`config.mk`:
```
export PLATFORM = sky130hd
export DESIGN_NAME = tw_vector_feeder
export DESIGN_NICKNAME = d
export VERILOG_FILES = /design/src/rtl/tw_vector_feeder.sv
export SDC_FILE = /design/constraint.sdc
export NUM_CORES = 1
export LEC_CHECK = 0
export CORE_MARGIN = 3
export CORE_UTILIZATION = 30
export CTS_CLUSTER_DIAMETER = 80
export DETAILED_ROUTE_END_ITERATION = 6
export PLACE_DENSITY = 0.54
export SLEW_MARGIN = 15
export SYNTH_ARGS = -nofsm -noshare
export SYNTH_HDL_FRONTEND = slang
export SYNTH_SLANG_ARGS = --single-unit
export TNS_END_PERCENT = 10
```
`constraint.sdc`:
```
create_clock -name clk -period 4.1 [get_ports clk]
set_input_delay 0.615 -clock clk [delete_from_list [all_inputs] [get_ports clk]]
set_output_delay 0.615 -clock clk [all_outputs]
set_load 0.01 [all_outputs]
```
`src/rtl/tw_vector_feeder.sv`:
```
// tw_vector_feeder: packs a serial nibble stream into the 32-lane bus of the
// pipelined adder tree, waits out the tree latency, then captures and
// presents the tree sum over a valid/ready handshake.
//
// Optional feature macro: TW_ZERO_PAD_EN
//   When defined, adds in_last; a transfer with in_last = 1 completes the
//   vector early and zero-fills the remaining lanes.
//
// state | meaning
// ------+-----------------------------------------------------------------
// FILL  | accepting nibbles, lane_cnt selects the lane being written
// WAIT  | vector on tw_bus, counting tree latency before capturing tree_p
// HOLD  | out_sum presented with out_valid, waiting for out_ready
module tw_vector_feeder #(
  parameter int LANES    = 32,
  parameter int NIB_W    = 4,
  parameter int SUM_W    = 9,
  parameter int TREE_LAT = 5,
  parameter int CNT_W    = 5
) (
  input  logic                   clk,
  input  logic                   rst_n,
  input  logic                   in_valid,
  output logic                   in_ready,
  input  logic [NIB_W-1:0]       in_data,
`ifdef TW_ZERO_PAD_EN
  input  logic                   in_last,
`endif
  output logic [LANES*NIB_W-1:0] tw_bus,
  input  logic [SUM_W-1:0]       tree_p,
  output logic                   out_valid,
  input  logic                   out_ready,
  output logic [SUM_W-1:0]       out_sum,
  output logic                   busy
);

  localparam int WAIT_W = $clog2(TREE_LAT + 1);
  localparam logic [CNT_W-1:0]  LAST_LANE = CNT_W'(LANES - 1);
  localparam logic [WAIT_W-1:0] LAT_CNT   = WAIT_W'(TREE_LAT);

  typedef enum logic [1:0] {
    S_FILL = 2'd0,
    S_WAIT = 2'd1,
    S_HOLD = 2'd2
  } state_t;

  state_t                   state;
  logic [CNT_W-1:0]         lane_cnt;
  logic [WAIT_W-1:0]        wait_cnt;
  logic [LANES*NIB_W-1:0]   lane_sr;
  logic [LANES*NIB_W-1:0]   next_vec;
  logic                     in_xfer;
  logic                     vec_done;

  // Staged lanes with the arriving nibble merged in; lanes not yet written
  // are zero because the staging register is cleared after every vector.
  always_comb begin
    in_xfer  = in_valid & in_ready;
`ifdef TW_ZERO_PAD_EN
    vec_done = in_xfer & ((lane_cnt == LAST_LANE) | in_last);
`else
    vec_done = in_xfer & (lane_cnt == LAST_LANE);
`endif
    next_vec = lane_sr;
    next_vec[lane_cnt*NIB_W +: NIB_W] = in_data;
  end

  // Sequencer: fill lanes, wait for the tree, hold the result until taken.
  always_ff @(posedge clk or negedge rst_n) begin
    if (!rst_n) begin
      state     <= S_FILL;
      lane_cnt  <= '0;
      wait_cnt  <= '0;
      lane_sr   <= '0;
      tw_bus    <= '0;
      out_sum   <= '0;
      out_valid <= 1'b0;
      busy      <= 1'b0;
      in_ready  <= 1'b1;
    end else begin
      case (state)
        S_FILL: begin
          if (vec_done) begin
            tw_bus   <= next_vec;
            lane_sr  <= '0;
            lane_cnt <= '0;
            wait_cnt <= '0;
            in_ready <= 1'b0;
            busy     <= 1'b1;
            state    <= S_WAIT;
          end else if (in_xfer) begin
            lane_sr  <= next_vec;
            lane_cnt <= lane_cnt + CNT_W'(1);
          end
        end
        S_WAIT: begin
          wait_cnt <= wait_cnt + WAIT_W'(1);
          if (wait_cnt == LAT_CNT) begin
            out_sum   <= tree_p;
            out_valid <= 1'b1;
            state     <= S_HOLD;
          end
        end
        S_HOLD: begin
          if (out_valid && out_ready) begin
            out_valid <= 1'b0;
            in_ready  <= 1'b1;
            busy      <= 1'b0;
            state     <= S_FILL;
          end
        end
        default: begin
          state     <= S_FILL;
          out_valid <= 1'b0;
          in_ready  <= 1'b1;
          busy      <= 1'b0;
        end
      endcase
    end
  end

endmodule

```
* Word-level counts from Yosys, hierarchy flattened
Cells that the tools add are included.
Widths: inputs -> output; s select.
** Word-level totals
- Register bits :: 278
- Input bits :: 17
- Output and inout port bits :: 140
** Operators by class
- Add/sub/neg operators :: 3
- Eq/ne operators :: 7
- Shift-type cells :: 2
- Mux-type cells :: 19
- Bitwise logic cells :: 4
- Reduce and logical (&&, ||, !) cells :: 11
** Operators by type and width (count)
- $mux 128 :: 2
- $bwmux 128 :: 1
- $shift 4x34->128 const A :: 1
- $shiftx 4x34->128 :: 1
- $neg 7->34 :: 1
- $mux 5 :: 2
- $pmux 1 s3 :: 3
- $reduce_and 3->1 :: 3
- $reduce_and 2->1 :: 4
- $mux 2 :: 3
- $ne 2x2->1 const B :: 3
- $pmux 2 s3 :: 1
- $pmux 3 s2 :: 1
- $add 5x1->5 const B :: 1
- $eq 5x5->1 const B :: 1
- $mux 1 :: 5
- $reduce_bool 2->1 :: 2
- $add 3x1->3 const B :: 1
- $eq 3x3->1 const B :: 1
- $mux 3 :: 1
- $and 1x1->1 :: 2
- $eq 2x1->1 const B :: 1
- $eq 2x2->1 const B :: 1
- $logic_not 2->1 :: 1
- other kinds (2) :: 3

* Logic depth before layout (Yosys ltp)
- Word-level depth :: 5
- Gate-level depth with buffers :: 14
- Gate-level depth less buffers :: 10

* Worst setup path after synthesis
OpenSTA, ideal clock, no wires.
- Path type :: reg-to-reg
- Start point :: register lane_cnt[0]
- End point :: register lane_sr[10]
- Library setup time :: 0.134 ns
- Data arrival time :: 2.854 ns
- Data required time :: 3.966 ns
- Slack :: 1.113 ns
- Cell stages (with the launch flop) :: 14
- Path buffers :: 3
- Cell sequence :: dfrtp_1 -> buf_2 -> inv_1 -> ha_1 -> nand2b_1 -> nor2_1 -> ha_1 -> clkbuf_1 -> or3b_1 -> buf_4 -> a211oi_1 -> nand2_1 -> a22oi_1 -> o21ai_0
** On the way
- Word-level cells in the longest chain between the ends :: 5
** Ends and longest elaborated chain
- start: declaration :: RTL line 48 : logic [CNT_W-1:0] lane_cnt;
- start signal: assignment :: RTL line 93 : lane_cnt <= lane_cnt + CNT_W'(1);
- $neg 7->34 :: RTL line 65 : next_vec[lane_cnt*NIB_W +: NIB_W] = in_data;
- $shiftx 4x34->128 or $shift 4x34->128 (tied branches) :: RTL line 65
- $bwmux 128 :: RTL line 65
- $mux 128 :: RTL line 91 : end else if (in_xfer) begin
- $mux 128 :: RTL line 83 : if (vec_done) begin
- end signal: assignment :: RTL line 92 : lane_sr <= next_vec;
- end: declaration :: RTL line 50 : logic [LANES*NIB_W-1:0] lane_sr;
Parallel ways exist; a longest one is shown, timed or not. The select of a mux whose other input is x is not followed.
A chain may end at the register's enable or synchronous reset.

* Worst setup path in the final report
- Start point :: register lane_cnt[1]
- End point :: register tw_bus[30]
** On the way
- Word-level cells in the longest chain between the ends :: 3
** Ends and longest elaborated chain
- $neg 7->34 or $eq 5x5->1 (tied branches) :: RTL line 65, 62
- $shiftx 4x34->128 (tied with other cells) :: RTL line 65
- $bwmux 128 or $reduce_and 2->1 (tied branches)
- end signal: assignment :: RTL line 84 : tw_bus <= next_vec;
- end: declaration :: RTL line 29 : output logic [LANES*NIB_W-1:0] tw_bus,
Parallel ways exist; a longest one is shown, timed or not.

==> results.sh <==
export IMPL_grt_overflow=0
export IMPL_tightest_slew_ns=1.00
export IMPL_synth_top_family_by_area="compound AO/OA/AOI/OAI gates"
export IMPL_die_y_um=214
export IMPL_grt_start_max_net_pins=125
export IMPL_start_util=0.306
export IMPL_rows=75
export IMPL_min_delay_path_class="in2async"
export IMPL_post_cts_setup_buffers=0
export IMPL_ant_nets=0
export IMPL_cts_tree="done"
export IMPL_synth_fa_ha_area_frac=0.00580
export IMPL_port_buffers=156
export IMPL_drt_iter0_markers=764
export IMPL_hold_violations=0
export IMPL_period_needed_ns=3.44
export IMPL_powerDensity_mw_per_mm2=706
export IMPL_drv_cap=0
export IMPL_die_area_mm2=0.0457
export IMPL_cts_root_buf="clkbuf_16"
export IMPL_yosysWarnings=0
export IMPL_area_growth_pct=25.9
export IMPL_antenna_found_initial=1
export IMPL_synthMuxAreaShare=0.0418
export IMPL_skew_ns=0.0213
export IMPL_status="finished, final reports clean"
export IMPL_dpl_hpwl_um=26700
export IMPL_routed_wl_um=39900
export IMPL_critPathKind="reg2reg"
export IMPL_setup_viol=0
export IMPL_synthSimpleGateAreaFrac=0.172
export IMPL_track_usage=0.176
export IMPL_dp_slack_ns=0.706
export IMPL_rsz0062_at_grt="no"
export IMPL_first_pass_iters=5
export IMPL_ys_flop_type="dfrtp_1"
export IMPL_layout_setup_ws_ns=0.655
export IMPL_ys_seq_area_frac=0.537
export IMPL_setup_worst_path_end="tw_bus[30]"
export IMPL_r2r_cells=9
export IMPL_dieWidth_um=214
export IMPL_place_gp_congestion=0.849
export IMPL_netlist_area_mm2=0.0130
export IMPL_internal_power_w=0.00716
export IMPL_coreArea_mm2=0.0423
export IMPL_synth_distinct_cells=77
export IMPL_worst_endpoint_required_ns=4.49
export IMPL_synth_compound_area_share=0.205
export IMPL_cp_startpoint="lane_cnt[1]"
export IMPL_num_io_pins=157
export IMPL_p_leak_nw=6.96
export IMPL_grt_pass1_vias=10600
export IMPL_synth_nets=1273
export IMPL_arrival_ns=3.84
export IMPL_slew_headroom=0.334
export IMPL_slew_violations=0
export IMPL_cp_max_fo=15
export IMPL_reg2reg_setup_slack_ns=0.66
export IMPL_combPwrFrac=0.376
export IMPL_clock_sinks=278
export IMPL_async_reset_ff_frac=1.00
export IMPL_syn_inst=1250
export IMPL_clk_path_buf_depth=3
export IMPL_post_cts_resize_count=0
export IMPL_vias_per_cell=5.28
export IMPL_htree_levels=2
export IMPL_tns_ns=0
export IMPL_synth_xor_area_frac=0.00348
export IMPL_post_route_period_util=0.840
export IMPL_grt_pass1_wl_um=63100
export IMPL_synth_edf_count=0
export IMPL_p_sw_w=0.00435
export IMPL_vias=10500
export IMPL_r2r_end="tw_bus[30]"
export IMPL_fmax_mhz=290
export IMPL_clk_latency_ns=0.53
export IMPL_power_frac_seq=0.348
export IMPL_path_clk_slew_ns=0.06
export IMPL_drcViolationCount=0
export IMPL_cts_hold_repair_buffers=0
export IMPL_numCtsBuffers=34
export IMPL_synth_area_per_cell_um2=10.4
export IMPL_wl_per_cell_um=20.2
export IMPL_switching_share=0.378
export IMPL_ir_worst_vdd_mv=0.380
export IMPL_r2r_start="lane_cnt[1]"
export IMPL_nets=1402
export IMPL_worstSetupEndpointType="flip-flop"
export IMPL_ys_ff_latch=278
export IMPL_p_clk_frac=0.276
export IMPL_drive_above_1_share=0.0891
export IMPL_cp_start_kind="flip-flop"
==> how the worst min path moves through the flow <==
stage / slack [ns] / depth (start not counted) / endpoint
after floorplan: 0.32 / 0 / busy
after CTS: 0.20 / 1 / tw_bus[118]
after detailed placement: 0.46 / 1 / tw_bus[109]
after global placement: 0.46 / 1 / tw_bus[109]
final: 0.14 / 1 / tw_bus[120]
after global routing: 0.23 / 1 / tw_bus[123]
==> power by group through the flow <==
stage | Sequential, W | Clock (W) | Combinational [W]
floorplan | 0.00403 | 0 | 0.00262
global placement | 0.00402 | 0 | 0.00430
detailed placement | 0.00403 | 0 | 0.00435
CTS | 0.00400 | 0.00325 | 0.00437
global route | 0.00410 | 0.00337 | 0.00476
finish | 0.00400 | 0.00318 | 0.00433
==> critical path, stage by stage, from the launching register on <==
cell,delay [ns]
dfrtp_1,0.56
inv_1,0.14
ha_1,0.22
nand2b_1,0.14
nor2_1,0.07
ha_1,0.54
or3b_1,0.81
nor3_2,0.38
nor2_1,0.14
a221o_1,0.33
==> layer usage <==
metal  wire length, µm  track usage  vias to the layer above
met3              2000       0.0298                       57
met4               894       0.0504                        0
met1             18300        0.249                     5253
met2             18700        0.279                      281
li1                  -            -                     4865
met5                 0            0                        -
==> area by class of cell <==
cell class / count / area (µm²)
flip-flops and latches: 278 / 6960
clock inverters: 5 / 105
repair buffers: 178 / 1780
inverters: 16 / 60.1
fillers: 4157 / 26000
multi-input cells: 871 / 5590
well taps: 577 / 722
diodes: 1 / 2.50
clock buffers: 55 / 1080
==> state kept, by name, summed over array words and instances (netlist names) <==
signal     cells
busy           1
in_ready       1
lane_cnt       5
lane_sr      128
out_sum        9
out_valid      1
state          2
tw_bus       128
wait_cnt       3
==> cell usage in the layout, fill, tap and decap left out, types with 7 or more instances in the layout <==
| cell | synthesis | layout |
|---|---|---|
| o221ai_1 | 12 | 12 |
| a21oi_1 | 22 | 22 |
| inv_1 | 15 | 15 |
| o21ai_1 | 16 | 16 |
| a221o_1 | 65 | 65 |
| nand2b_1 | 8 | 8 |
| clkbuf_8 | 0 | 9 |
| dfrtp_1 | 277 | 277 |
| nor4_1 | 7 | 7 |
| o21ai_0 | 108 | 108 |
| nor2_1 | 111 | 110 |
| nand2_1 | 180 | 179 |
| clkbuf_16 | 0 | 37 |
| nand3_1 | 41 | 41 |
| buf_4 | 4 | 18 |
| o2bb2ai_1 | 48 | 48 |
| mux2i_1 | 44 | 44 |
| clkbuf_1 | 54 | 9 |
| nor3b_1 | 10 | 10 |
| a22oi_1 | 17 | 17 |
| and2_1 | 12 | 12 |
| nor3_1 | 21 | 21 |
| mux2_2 | 9 | 9 |
| o211ai_1 | 19 | 19 |
| clkdlybuf4s50_1 | 0 | 155 |
==> per-stage QoR <==
step	instances	util	area, µm²	total power [W]	hold slack [ns]
3_5_place_dp	1920	0.357	15100	0.00838	0.463
5_1_grt	1981	0.385	16300	0.0122	0.234
2_1_floorplan	1250	-	13000	0.00665	0.319
6_report	1981	0.385	16300	0.0115	0.142
4_1_cts	1980	0.385	16300	0.0116	0.196
3_3_place_gp	1920	0.357	15100	0.00832	0.456
==> cells by family after synthesis <==
group | count (synthesis)
multiplexers | 53
XOR/XNOR | 3
AND/OR/NAND/NOR | 453
AO/OA/AOI/OAI | 356
flip-flops | 278
adder cells (fa/ha/maj) | 6
buffers and inverters | 101
==> synthesized netlist by cell type (all sizes together), types with 3 or more instances <==
master / instances / area (µm²)
dfrtp: 277 / 6930
nand2: 181 / 682
o21ai: 125 / 629
nor2: 116 / 448
a221o: 65 / 651
clkbuf: 54 / 203
o2bb2ai: 48 / 420
mux2i: 44 / 440
nand3: 42 / 215
nor3: 33 / 263
buf: 31 / 189
a21oi: 22 / 110
o211ai: 19 / 143
a22oi: 17 / 128
inv: 15 / 56.3
and2: 12 / 75.1
o221ai: 12 / 105
nor3b: 11 / 87.6
mux2: 9 / 101
nor4: 9 / 68.8
nand2b: 8 / 50.1
a22o: 6 / 52.6
a32o: 6 / 60.1
a32oi: 6 / 52.6
ha: 6 / 75.1
nand3b: 6 / 61.3
nor2b: 6 / 37.5
or3: 6 / 37.5
a211oi: 5 / 55.1
a21o: 5 / 37.5
a31oi: 4 / 46.3
and3: 4 / 25.0
nand4b: 4 / 35.0
nand4: 3 / 18.8
o31ai: 3 / 22.5
or3b: 3 / 26.3
Note: power is estimated with default switching activity, not from simulation.
